**config.mk**
```make
export PLATFORM = sky130hd
export DESIGN_NAME = mem_wb_stage
export DESIGN_NICKNAME = d
export VERILOG_FILES = /design/src/rtl/mem_wb_stage_pkg.sv /design/src/rtl/mem_wb_stage_load_formatter.sv /design/src/rtl/mem_wb_stage.sv
export SDC_FILE = /design/constraint.sdc
export NUM_CORES = 1
export LEC_CHECK = 0
export CORE_UTILIZATION = 58
export CTS_CLUSTER_DIAMETER = 200
export CTS_CLUSTER_SIZE = 40
export DETAILED_ROUTE_END_ITERATION = 16
export DONT_BUFFER_PORTS = 1
export PLACE_DENSITY = 0.76
export SYNTH_ARGS = -nofsm -noshare
export SYNTH_HDL_FRONTEND = slang
export SYNTH_SLANG_ARGS = --single-unit
```
**constraint.sdc**
```tcl
create_clock -name clk -period 1.8 [get_ports clk]
set_clock_uncertainty 0.2 [all_clocks]
set_input_delay 0.27 -clock clk [delete_from_list [all_inputs] [get_ports clk]]
set_output_delay 0.27 -clock clk [all_outputs]
set_load 0.05 [all_outputs]
```
**src/rtl/mem_wb_stage_pkg.sv**
```systemverilog
// Shared encodings for the MEM/WB stage: write-back source select and load width/sign.
package mem_wb_stage_pkg;

  typedef enum logic [1:0] {
    WB_SEL_ALU  = 2'd0,
    WB_SEL_MEM  = 2'd1,
    WB_SEL_LINK = 2'd2,
    WB_SEL_RSVD = 2'd3
  } wb_sel_e;

  typedef enum logic [2:0] {
    LOAD_LW  = 3'd0,
    LOAD_LH  = 3'd1,
    LOAD_LHU = 3'd2,
    LOAD_LB  = 3'd3,
    LOAD_LBU = 3'd4
  } load_type_e;

endpackage

```
**src/rtl/mem_wb_stage_load_formatter.sv**
```systemverilog
// Little-endian load extraction with sign/zero extension and alignment check.
module load_formatter
  import mem_wb_stage_pkg::*;
#(
  parameter int unsigned DATA_WIDTH = 32
) (
  input  logic [DATA_WIDTH-1:0] i_raw,
  input  logic [1:0]            i_off,
  input  logic [2:0]            i_load_type,
  output logic [DATA_WIDTH-1:0] o_data,
  output logic                  o_misaligned
);

  logic [7:0]  w_byte;
  logic [15:0] w_half;

  assign w_byte = i_raw[{i_off, 3'b000} +: 8];
  assign w_half = i_raw[{i_off[1], 4'b0000} +: 16];

  always_comb begin
    o_data       = i_raw;
    o_misaligned = 1'b0;
    case (load_type_e'(i_load_type))
      LOAD_LW:  o_misaligned = (i_off != 2'b00);
      LOAD_LH: begin
        o_data       = {{(DATA_WIDTH-16){w_half[15]}}, w_half};
        o_misaligned = i_off[0];
      end
      LOAD_LHU: begin
        o_data       = {{(DATA_WIDTH-16){1'b0}}, w_half};
        o_misaligned = i_off[0];
      end
      LOAD_LB:  o_data = {{(DATA_WIDTH-8){w_byte[7]}}, w_byte};
      LOAD_LBU: o_data = {{(DATA_WIDTH-8){1'b0}}, w_byte};
      default:  ;
    endcase
  end

endmodule

```
**src/rtl/mem_wb_stage.sv**
```systemverilog
// MEM/WB pipeline register: formats loads, selects write-back data, drives the
// register-file write port and forwarding bus, and counts retired instructions.
module mem_wb_stage
  import mem_wb_stage_pkg::*;
#(
  parameter int unsigned DATA_WIDTH = 32,
  parameter int unsigned ADDR_WIDTH = 5,
  parameter int unsigned CNT_WIDTH  = 32
) (
  input  logic                  clk,
  input  logic                  rst,
  input  logic                  stall,
  input  logic                  flush,
  input  logic                  in_valid,
  input  logic                  in_reg_write,
  input  logic [ADDR_WIDTH-1:0] in_rd,
  input  logic [1:0]            in_wb_sel,
  input  logic [2:0]            in_load_type,
  input  logic [DATA_WIDTH-1:0] in_alu_result,
  input  logic [DATA_WIDTH-1:0] in_mem_rdata,
  input  logic [DATA_WIDTH-1:0] in_link_addr,
  output logic                  write_en,
  output logic [ADDR_WIDTH-1:0] write_reg_addr,
  output logic [DATA_WIDTH-1:0] write_data,
  output logic                  fwd_valid,
  output logic [ADDR_WIDTH-1:0] fwd_rd,
  output logic [DATA_WIDTH-1:0] fwd_data,
  output logic                  exc_misaligned,
  output logic [CNT_WIDTH-1:0]  retired_count
);

  logic [DATA_WIDTH-1:0] w_load_data;
  logic                  w_fmt_misaligned;
  logic                  w_misaligned;
  logic                  w_write_en;
  logic [DATA_WIDTH-1:0] w_wb_data;

  logic                  r_write_en;
  logic [ADDR_WIDTH-1:0] r_rd;
  logic [DATA_WIDTH-1:0] r_data;
  logic                  r_exc;
  logic [CNT_WIDTH-1:0]  r_retired_count;

  load_formatter #(.DATA_WIDTH(DATA_WIDTH)) u_fmt (
    .i_raw        (in_mem_rdata),
    .i_off        (in_alu_result[1:0]),
    .i_load_type  (in_load_type),
    .o_data       (w_load_data),
    .o_misaligned (w_fmt_misaligned)
  );

  // Alignment only matters when the loaded word is actually written back.
  assign w_misaligned = in_valid && (wb_sel_e'(in_wb_sel) == WB_SEL_MEM) && w_fmt_misaligned;
  assign w_write_en   = in_valid && in_reg_write && (in_rd != '0) && !w_misaligned;

  always_comb begin
    w_wb_data = in_alu_result;
    case (wb_sel_e'(in_wb_sel))
      WB_SEL_MEM:  w_wb_data = w_load_data;
      WB_SEL_LINK: w_wb_data = in_link_addr;
      default:     w_wb_data = in_alu_result;
    endcase
  end

  always_ff @(posedge clk) begin
    if (rst) begin
      r_write_en      <= 1'b0;
      r_rd            <= '0;
      r_data          <= '0;
      r_exc           <= 1'b0;
      r_retired_count <= '0;
    end else if (flush) begin
      r_write_en <= 1'b0;
      r_rd       <= '0;
      r_data     <= '0;
      r_exc      <= 1'b0;
    end else if (stall) begin
      // Hold everything except the exception, so a pulse is never repeated.
      r_exc <= 1'b0;
    end else begin
      r_write_en <= w_write_en;
      r_rd       <= in_rd;
      r_data     <= w_wb_data;
      r_exc      <= w_misaligned;
      if (in_valid && !w_misaligned) r_retired_count <= r_retired_count + 1'b1;
    end
  end

  assign write_en       = r_write_en;
  assign write_reg_addr = r_rd;
  assign write_data     = r_data;
  assign fwd_valid      = r_write_en;
  assign fwd_rd         = r_rd;
  assign fwd_data       = r_data;
  assign exc_misaligned = r_exc;
  assign retired_count  = r_retired_count;

endmodule

```
# [Word level (Yosys, flattened, before mapping)]
# Index checks and enable logic that the tools add are counted.
[totals] register_bits=71 latch_bits=0 ram_bits=0 rom_bits=0 word_cells=33 n_memories=0
[classes] add_sub_neg=1 multipliers=0 n_div=0 order_cmp=0 n_eq_ne=6 shift=2 n_mux=3 bitwise=2 n_reduce_logical=14
[ops] op="$pmux W32 S4" count=1
[ops] op="$pmux W32 S2" count=1
[ops] op="$add A32 B1 Y32 const B" count=1
[ops] op="$shiftx A32 B6 Y16" count=1
[ops] op="$shiftx A32 B6 Y8" count=1
[ops] op="$eq A3 B2 Y1 const B" count=2
[ops] op="$logic_and A1 B1 Y1" count=6
[ops] op="$reduce_bool A5 Y1" count=1
[ops] op="$reduce_or A2 Y1" count=2
[ops] op="$eq A3 B1 Y1 const B" count=1
[ops] op="$eq A3 B3 Y1 const B" count=1
[ops] op="$logic_not A3 Y1" count=1
[ops] op="$reduce_and A3 Y1" count=1
[ops] op="$reduce_or A3 Y1" count=1
[ops] op="$eq A2 B1 Y1 const B" count=1
[ops] op="$eq A2 B2 Y1 const B" count=1
[ops] op="$not A1 Y1" count=2
[ops] op="$pmux W1 S2" count=1
[ops] op="$reduce_bool A2 Y1" count=1
[ops] op="$logic_not A1 Y1" count=1

# [Logic depth before layout (Yosys ltp)]
[depth] ltp_word=7 mapped_depth=8 ltp_nobuf=7

# [Cells and area by module]
# Synthesis repeated with hierarchy kept, for this count alone.
[hier_totals] hier_cells=664 hier_area_um2=5039.8
[by_module_without_submodules] mod="mem_wb_stage" n_inst=1 cells_each=488 area_each_um2=3937.5 seq_area_each_um2=1421.4
[by_module_without_submodules] mod="load_formatter" n_inst=1 cells_each=176 area_each_um2=1102.3 seq_area_each_um2=0.0

# [Worst setup path before layout]
# OpenSTA, ideal clock, no wires.
[synth_timing] path_kind="flip-flop to flip-flop" start="reg r_retired_count[0] (netlist: retired_count[0])" end="reg r_retired_count[12] (netlist: retired_count[12])" arrival_ps=2165 setup_slack_ps=-635 stages_incl_launch_ff=7 n_path_buf=0 synth_period_minus_slack_ps=2435 cell_sequence="dfxtp_1 > ha_1 > nand2_1 > nor3_2 > nand4_1 > or3_2 > a21oi_1"
[synth_via] elab_chain_len=1
[synth_rtl] item="from (decl)" line="mem_wb_stage.sv:42" text="logic [CNT_WIDTH-1:0] r_retired_count;"
[synth_rtl] item="from (signal assigned)" line="mem_wb_stage.sv:85" text="if (in_valid && !w_misaligned) r_retired_count <= r_retired_count + 1'b1;"
[synth_rtl] item="$add A32 B1 Y32" line="mem_wb_stage.sv:85"
# Every way passes these cells.
# A chain may end at the register's enable or synchronous reset.

# [Final worst setup path]
[layout_timing] start="reg r_retired_count[0] (netlist: retired_count[0])" end="reg r_retired_count[27] (netlist: retired_count[27])"
# The elaborated chain is that of the path after synthesis.

==> results.yml <==
status:
  status: "finished, violations left"
  violations: "negative setup slack"
routing:
  num_vias: 5503
  routedWlPerCell_um: 22.4
  viasPerCell: 6.83
  drt_iter0_markers: 770
  antenna_left: 0
  drt_pass1_iterations: 6
  totalWireLength_um: 18100
  route.detailed.drc: 0
critical_path:
  cp-end-kind: "flip-flop"
  reg2reg_depth: 7
  cp.arrival_ns: 2.01
  path_class: "flip-flop to flip-flop"
  reg2reg_from: "retired_count[0]$_SDFFE_PP0P_"
  reg2reg_slack_ns: -0.12
  crit_family: "simple AND/OR/NAND/NOR gates"
  crit_required_ns: 1.89
  worst-path-stages: 7
  path_cells: "buf_6 > nand3_2 > nor3_2 > buf_4 > nand4_1 > or3_1 > a21oi_1"
  cp_slowest_cell: "dfxtp_4"
  path_buf_inv: 2
  critPathMaxFanout: 5
  slowest_delay_ns: 0.38
  critical_path.startpoint: "retired_count[0]$_SDFFE_PP0P_"
  rr_endpoint: "retired_count[27]$_SDFFE_PP0P_"
  startpoint_type: "flip-flop"
synthesis:
  synthTopCellsByCount: "a21oi_1 (74), dfxtp_1 (71), o21ai_0 (45), nor2_1 (41), buf_4 (39)"
  ys_seq_area_frac: 0.319
  yosysUniqueCellTypes: 55
  syn_nets: 679
  yosys.area.top_type_share: 0.319
  ys_ff_latch: 71
  async_flop_share: 0
  yosys.area.top_type: "dfxtp_1"
  synth_flop_cell: "dfxtp_1"
  synth.area.top_cells: "dfxtp_1 (32%), a21oi_1 (8.3%), buf_4 (6.6%), o21ai_0 (5.1%), o221ai_1 (4.9%)"
  netlist_instances: 564
  synth_area_sq_um: 4450
  synth_edf_count: 0
  synth-warning-count: 0
  synth.most_common_cell: "a21oi_1"
  avgSynthCellArea_sq_um: 7.89
cts:
  clock-sinks: 71
  htreeDepth: 3
  cts_made_buffers: 9
  cts_tree: "built"
  clock_latency_ns: 0.36
  cts.path.max_buffers: 2
  cts-root-buf: "clkbuf_8"
  path_clk_slew_ns: 0.09
grt:
  grt_use_total: 0.435
  grt_first_pass_wirelength_um: 26000
  first_global_vias: 5175
  grt_max_degree: 34
  overflow: 0
  grt_antenna_before_repair: 1
timing:
  max_slew_margin: 0.336
  final_hold_viol_count: 0
  finalSetupViolCount: 16
  period_share: 1.07
  setup_slack_ns: -0.119
  worstMarginPinSlew_ns: 0.997
  rsz0062_at_grt: "true"
  period_minus_slack_ns: 1.92
  maxSlewViolCount: 0
  fmax_mhz: 521
finish:
  multiInputGateArea_sq_um: 2690
  fin_nets: 816
  seqCellArea_sq_um: 1500
  nFillCells: 369
  drive_gt1_frac: 0.276
  fin_util: 0.868
  syn2layout_area_growth_pct: 43.0
pwr:
  clkPwrFrac: 0.354
  total_power_mw: 4.10
  p_int_mw: 2.73
  ir_drop_uv: 473
  swShare: 0.333
  combPwrFrac: 0.253
  power.density_nw_per_um2: 643
  seqPwrFrac: 0.393
  switching_power_mw: 1.36
  p_leak_nw: 2.46
min_path:
  hold_path.startpoint: "stall"
  min_path_type: "primary input to flip-flop"
  hold_depth: 2
  hold_end: "fwd_data[6]$_SDFFE_PP0N_"
placement:
  detailed_place_hpwl_um: 10200
  place_congestion: 0.906
  port_buffers: 0
die:
  row_count: 31
  design.die.area_sq_um: 8030
  initial_core_util: 0.607
  core-area_sq_um: 7330
  die_x_um: 89.6
  die_height_um: 89.6
  ios: 221
run:
  drv_cap: 0
-- timing repair --
action	in CTS	in global routing
hold buffers	87	0
endpoints found under the hold margin	71	0
pin swaps	18	7
resized for setup	11	10
endpoints found under the setup margin	14	54
gates cloned	0	0
buffers inserted	11	3
-- cells by family after synthesis --
| group | synth area share |
|---|---|
| muxes | 0.0368 |
| adders and majority gates | 0.00843 |
| and+or+nand+nor | 0.218 |
| xor gates and xnor gates | 0.0295 |
| DFF | 0.319 |
| buffers and inverters | 0.108 |
| AOI/OAI and AO/OA | 0.280 |
-- worst max path at each step --
stage                                           endpoint
after floorplan           retired_count[26]$_SDFFE_PP0P_
after global placement         fwd_data[29]$_SDFFE_PP0N_
after CTS                 retired_count[14]$_SDFFE_PP0P_
after detailed placement       fwd_data[18]$_SDFFE_PP0N_
final                     retired_count[27]$_SDFFE_PP0P_
after global routing      retired_count[27]$_SDFFE_PP0P_
-- worst register-to-register path: cells and delay by family, from the launching register on --
kind / cells / cell delay (ns)
buf+inv: 2 / 0.26
compound gates: 1 / 0.13
simple gates: 4 / 0.88
flops: 1 / 0.38
-- final cells by class --
type                       instances  share of cell area
sequential                        71               0.235
clock buffer                      11              0.0256
multi-input combinational        406               0.423
tap                               99              0.0195
clock inverter                     5             0.00963
antenna                            1            0.000393
inverter                          10             0.00590
timing repair buffer             203               0.281
-- routing by layer --
metal,wire [um],up-vias,part of all wire,global-route usage
met3,2290,150,0.13,0.188
met2,8410,512,0.47,0.699
met4,1300,0,0.072,0.290
met1,6070,2509,0.34,0.464
li1,-,2332,-,-
met5,0,-,0,0
-- power groups by stage --
stage / Sequential, mW / Combinational (mW) / Clock [mW]
2_1_floorplan: 1.78 / 0.558 / 0
3_3_place_gp: 1.64 / 0.757 / 0
3_5_place_dp: 1.64 / 0.772 / 0
4_1_cts: 1.60 / 0.967 / 1.44
5_1_grt: 1.61 / 1.08 / 1.52
6_report: 1.61 / 1.04 / 1.45
-- cell usage in the layout, fill, tap and decap left out, types with 5 or more instances in the layout --
| master | synthesis | layout |
|---|---|---|
| nor2b_1 | 14 | 13 |
| inv_1 | 10 | 10 |
| nor4_1 | 9 | 5 |
| nor3_1 | 7 | 6 |
| dlygate4sd3_1 | 0 | 85 |
| dfxtp_1 | 71 | 48 |
| clkbuf_8 | 0 | 10 |
| mux2i_1 | 13 | 13 |
| dfxtp_2 | 0 | 5 |
| xor2_1 | 7 | 7 |
| nand3_1 | 14 | 11 |
| o21ai_0 | 45 | 45 |
| o221ai_1 | 25 | 21 |
| dfxtp_4 | 0 | 18 |
| or3_1 | 14 | 14 |
| a21oi_2 | 0 | 8 |
| o31ai_1 | 6 | 6 |
| nor2_1 | 41 | 41 |
| a22oi_1 | 9 | 9 |
| xnor2_1 | 8 | 8 |
| a21oi_1 | 74 | 66 |
| a32o_1 | 5 | 5 |
| buf_4 | 39 | 109 |
| o31a_1 | 5 | 5 |
| o211ai_1 | 10 | 10 |
| buf_6 | 0 | 6 |
| nand4_1 | 14 | 14 |
| nand2_1 | 34 | 33 |
-- stage by stage --
step	setup TNS [ns]	cell area, sq um	cells	hold WS, ns	worst slack (ns)
after global placement	-3.20	5070	689	0.134	-0.133
after floorplan	-1.78	4640	564	0.196	-0.146
final	-1.23	6370	806	0.00468	-0.119
after global routing	-3.49	6360	805	-0.00371	-0.278
after CTS	-0.321	6310	803	0.000600	-0.0518
after detailed placement	-5.25	5070	689	0.135	-0.286
-- state kept, by name, summed over array words and instances, names as in the netlist --
signal and count:
fwd_data 32, retired_count 32, fwd_valid 1, fwd_rd 5
exc_misaligned 1
Note: power is estimated with default switching activity, not from simulation.
==> edit 1 (same flow settings) <==
`ADDR_WIDTH`: 5 -> 6.
--- a/src/rtl/mem_wb_stage.sv
+++ b/src/rtl/mem_wb_stage.sv
@@ -6,3 +6,3 @@
   parameter int unsigned DATA_WIDTH = 32,
-  parameter int unsigned ADDR_WIDTH = 5,
+  parameter int unsigned ADDR_WIDTH = 6,
   parameter int unsigned CNT_WIDTH  = 32
Interface: changed (resized fwd_rd, in_rd and write_reg_addr); port bits go from 221 to 224. The function was not compared with the original's and may differ.
==> edit 1 against the unedited design <==
The flow finishes with violations (negative hold slack, negative setup slack); design area is 6.3% higher; sequential cell count rose by 1; worst setup slack lost 0.33 ns; synthesized cell count grew 9.4%; power decreased by 0.18%; wire length increased by 5.1%; area after synthesis is 7.4% higher; critical endpoint is now retired_count[26]$_SDFFE_PP0P_.
==> edit 1: results (changes against the unedited design) <==
Post-Place Worst Slack=-0.4753 ns (-0.1891 ns); status=complete, but fails checks; initial antenna violation count=0 (-1); Fillers=441 (+20%); xor-xnor portion of the synthesized cell area=0.03847 (+0.008961); nets=873 (+7.0%); drt first pass iters=5 (-1); Worst Path Arrival=2.30 ns (+0.29 ns); drt total wl=19000 um (+5.1%); initial DRC count=508 (-34%); setup bufs post-CTS=5 (-6); sequential element share of the synthesized area=0.3015 (-0.01779); post-CTS sizing=8 (-3); Max VDD drop=0.4624 mV (-2.3%); vias in the first global route=5696 (+10%); WHS Path Cells=1 (-1); mux contribution to synthesized area=0.04266 (+0.005841); Hold Startpoint=rst; share of cells above drive strength 1=0.2638 (-0.01242); fin cells=864 (+7.2%); PD cells=604.4 nW/um2 (-6.1%); CTS root buf=clkbuf_8; DR WL met3=1906 um (-17%); Fin. Hold Viols=31 (+31); Tot GR Track Use=0.4138 (-0.02069); failing checks=negative hold slack, negative setup slack; Hold Slack=-0.2452 ns (-0.2499 ns); Vias=5797 (+5.3%); GR met2 Demand/Resource=0.7034 (+0.004396); final setup violation count=13 (-3); Net Switching=1396 uW (+2.4%); M1 GR Usage=0.4511 (-0.01304); RR Startpoint=retired_count[10]$_SDFFE_PP0P_; cts hold-fix bufs=84 (-3.4%); Clk. pwr=1340 uW (-8%); post-DP HPWL=11420 um (+12%); combinational cell fraction of total power=0.272 (+0.019); total leakage power=0.002655 uW (+8.1%); largest net degree at the start of global routing=36 (+5.9%); Ant. Diodes=0 (-1); synth top area cells=dfxtp_1, a21oi_1, buf_4; slew margin rel.=0.4738 (+0.1381); met3 Resource Use GR=0.1141 (-0.07418); top cells by count, synth=a21oi_1, dfxtp_1, nor2_1, nand2_1, buf_4; Crit-path slowest cell=or4_4; adder-cell share of the synthesized area=0.007851 (-0.0005804); Placed Cells incl. Taps=753 (+9.3%); CP endpoint=retired_count[26]$_SDFFE_PP0P_; synthesized instance count=617 (+9.4%); Final TNS setup=-4.710 ns (-3.480 ns); min setup slack post-route=-0.4469 ns (-0.3281 ns); Post-Place Cell Area=5465 um2 (+7.7%); CP max stage delay=0.46 ns (+0.08 ns); Compound-Gate Fraction of Synth Area=0.2861 (+0.006399); Metal-1 WL=6541 um (+7.7%)
-- edit 1: cell count changes after synthesis, sizes merged, moves of 6 or more --
| cell | unedited run | this run |
|---|---|---|
| o211ai | 10 | 3 |
| a22oi | 9 | 2 |
| nand2b | 4 | 13 |
| nor2 | 41 | 49 |
| o21bai | 2 | 18 |
| nand4 | 15 | 8 |
| nand2 | 35 | 42 |
| a2111oi | 0 | 7 |
| a221o | 2 | 8 |
| o21ai | 46 | 30 |
| clkbuf | 25 | 37 |
| a21oi | 74 | 81 |
| xnor2 | 8 | 18 |
-- edit 1: cell type report --
type                    instances  area [um2]  share of cell area
repair buffers                214        1874              0.2770
well taps                     102       127.6             0.01886
clock buffers                  10       127.6             0.01886
flip-flops and latches         72        1490              0.2203
inverters                       9       33.78            0.004994
clock inverters                 6       68.82             0.01017
multi-input cells             451        3043              0.4498
==> edit 2 (same flow settings) <==
Made on the original files. Register the output `retired_count` once more, with the module's reset; this adds one clock of latency there. The other outputs are not delayed to match.
--- a/src/rtl/mem_wb_stage.sv
+++ b/src/rtl/mem_wb_stage.sv
@@ -95,3 +95,9 @@
   assign exc_misaligned = r_exc;
-  assign retired_count  = r_retired_count;
+  always_ff @(posedge clk) begin
+    if (rst) begin
+      retired_count <= '0;
+    end else begin
+      retired_count <= r_retired_count;
+    end
+  end
 
Check against the original RTL: not equivalent (a bounded check fails within 4 cycles, from zero or initial values and one cycle with rst high).
==> edit 2 against the unedited design <==
Wire length up 4.6%; power up 18%; die area is 17% higher; sequential cell count is 32 higher; the flow still finishes with violations (negative setup slack); design area increased by 16%; sequential power grew 46%; area after synthesis is 17% higher; worst setup slack lost 0.24 ns.
==> edit 2: results (changes against the unedited design) <==
GR met2 Demand/Resource=0.6262 (-0.07282); Synth Net Count=728 (+7.2%); Reg2Reg Depth=5 (-2); WHS Path Cells=3 (+1); Post-Place Worst Slack=-0.4244 ns (-0.1382 ns); Hold Startpoint=in_alu_result[0]; Mapped Avg Cell Area=8.509 um2 (+7.8%); Tmin final=2.162 ns (+0.2430 ns); Clock Power Share=0.297 (-0.057); Final TNS setup=-5.425 ns (-4.195 ns); Final GP Congestion=0.8996 (-0.68%); top cells by count, synth=dfxtp_1, a21oi_1, nor2_1, buf_4, o21ai_0; Vias=5743 (+4.4%); clock transition at the registers of the reported paths=0.11 ns (+0.02 ns); Hold Slack=0.01592 ns (+0.01124 ns); DR WL met3=1841 um (-20%); Metal-1 WL=7178 um (+18%); CP Max Fanout=7 (+2); Area Overhead vs Synth=41.52%; Compound-Gate Fraction of Synth Area=0.2276 (-0.05202); M1 GR Usage=0.4522 (-0.01193); post-DP HPWL=10940 um (+7.6%); Worst Hold Path EP=fwd_data[1]$_SDFFE_PP0N_; initial DRC count=427 (-45%); Worst-Margin Slew=0.7186 ns (-0.2779 ns); WL/cell=21.33 um (-4.9%); Fillers=469 (+27%); final setup violation count=23 (+7); CP endpoint=r_retired_count[15]$_SDFFE_PP0P_; Seq power=2350 uW (+46%); Worst Path Arrival=2.29 ns (+0.28 ns); failing checks=negative setup slack; Max VDD drop=0.4721 mV (-0.29%); Crit. Startpoint=r_retired_count[4]$_SDFFE_PP0P_; synth top area cells=dfxtp_1, a21oi_1, buf_4; adder-cell share of the synthesized area=0.007196 (-0.001236); share of cells above drive strength 1=0.2613 (-0.01494); status=complete, but fails checks; initial antenna violation count=2 (+1); min setup slack post-route=-0.3618 ns (-0.2430 ns); vias in the first global route=5645 (+9.1%); xor-xnor portion of the synthesized cell area=0.01847 (-0.01104); Post-Place Cell Area=5752 um2 (+13%); largest net degree at the start of global routing=40 (+18%); metal2 WL=8882 um (+5.6%); sequential element share of the synthesized area=0.3953 (+0.07602); nets=887 (+8.7%); met3 Resource Use GR=0.1026 (-0.08570); global-route wire length before repair=28540 um (+9.9%); Net Switching=1599 uW (+17%); total leakage power=0.003023 uW (+23%)
-- edit 2: changes by cell type after synthesis, sizes merged, moves of 7 or more --
cell    change
or4        +10
inv         +8
o211ai      +7
dfxtp      +32
nand2      -12
or3         -9
nor2b      +18
o21ai      -12
mux2        +9
o22ai       +7
-- edit 2: worst max-delay path, cell delays in order, from the launching register on --
cell and delay [ns]:
dfxtp_2 0.34, and4_4 0.26, nand4_1 0.21, or3_4 0.48, or4_4 0.55, nand2_2 0.07
-- edit 2: cell type report --
class / instances / share of cell area
repair buffers: 226 / 0.2700
clock inverters: 6 / 0.008814
clock buffers: 10 / 0.01729
diodes: 2 / 0.0006780
well taps: 108 / 0.01831
flip-flops and latches: 103 / 0.2808
inverters: 18 / 0.009153
multi-input cells: 414 / 0.3949
-- edit 2: what timing repair did --
item	in CTS	in global routing
resized for setup	20	33
setup endpoints to repair	19	24
pin swaps	10	12
setup buffers	2	10
gates cloned	1	0
hold buffers	111	0
hold endpoints to repair	98	0
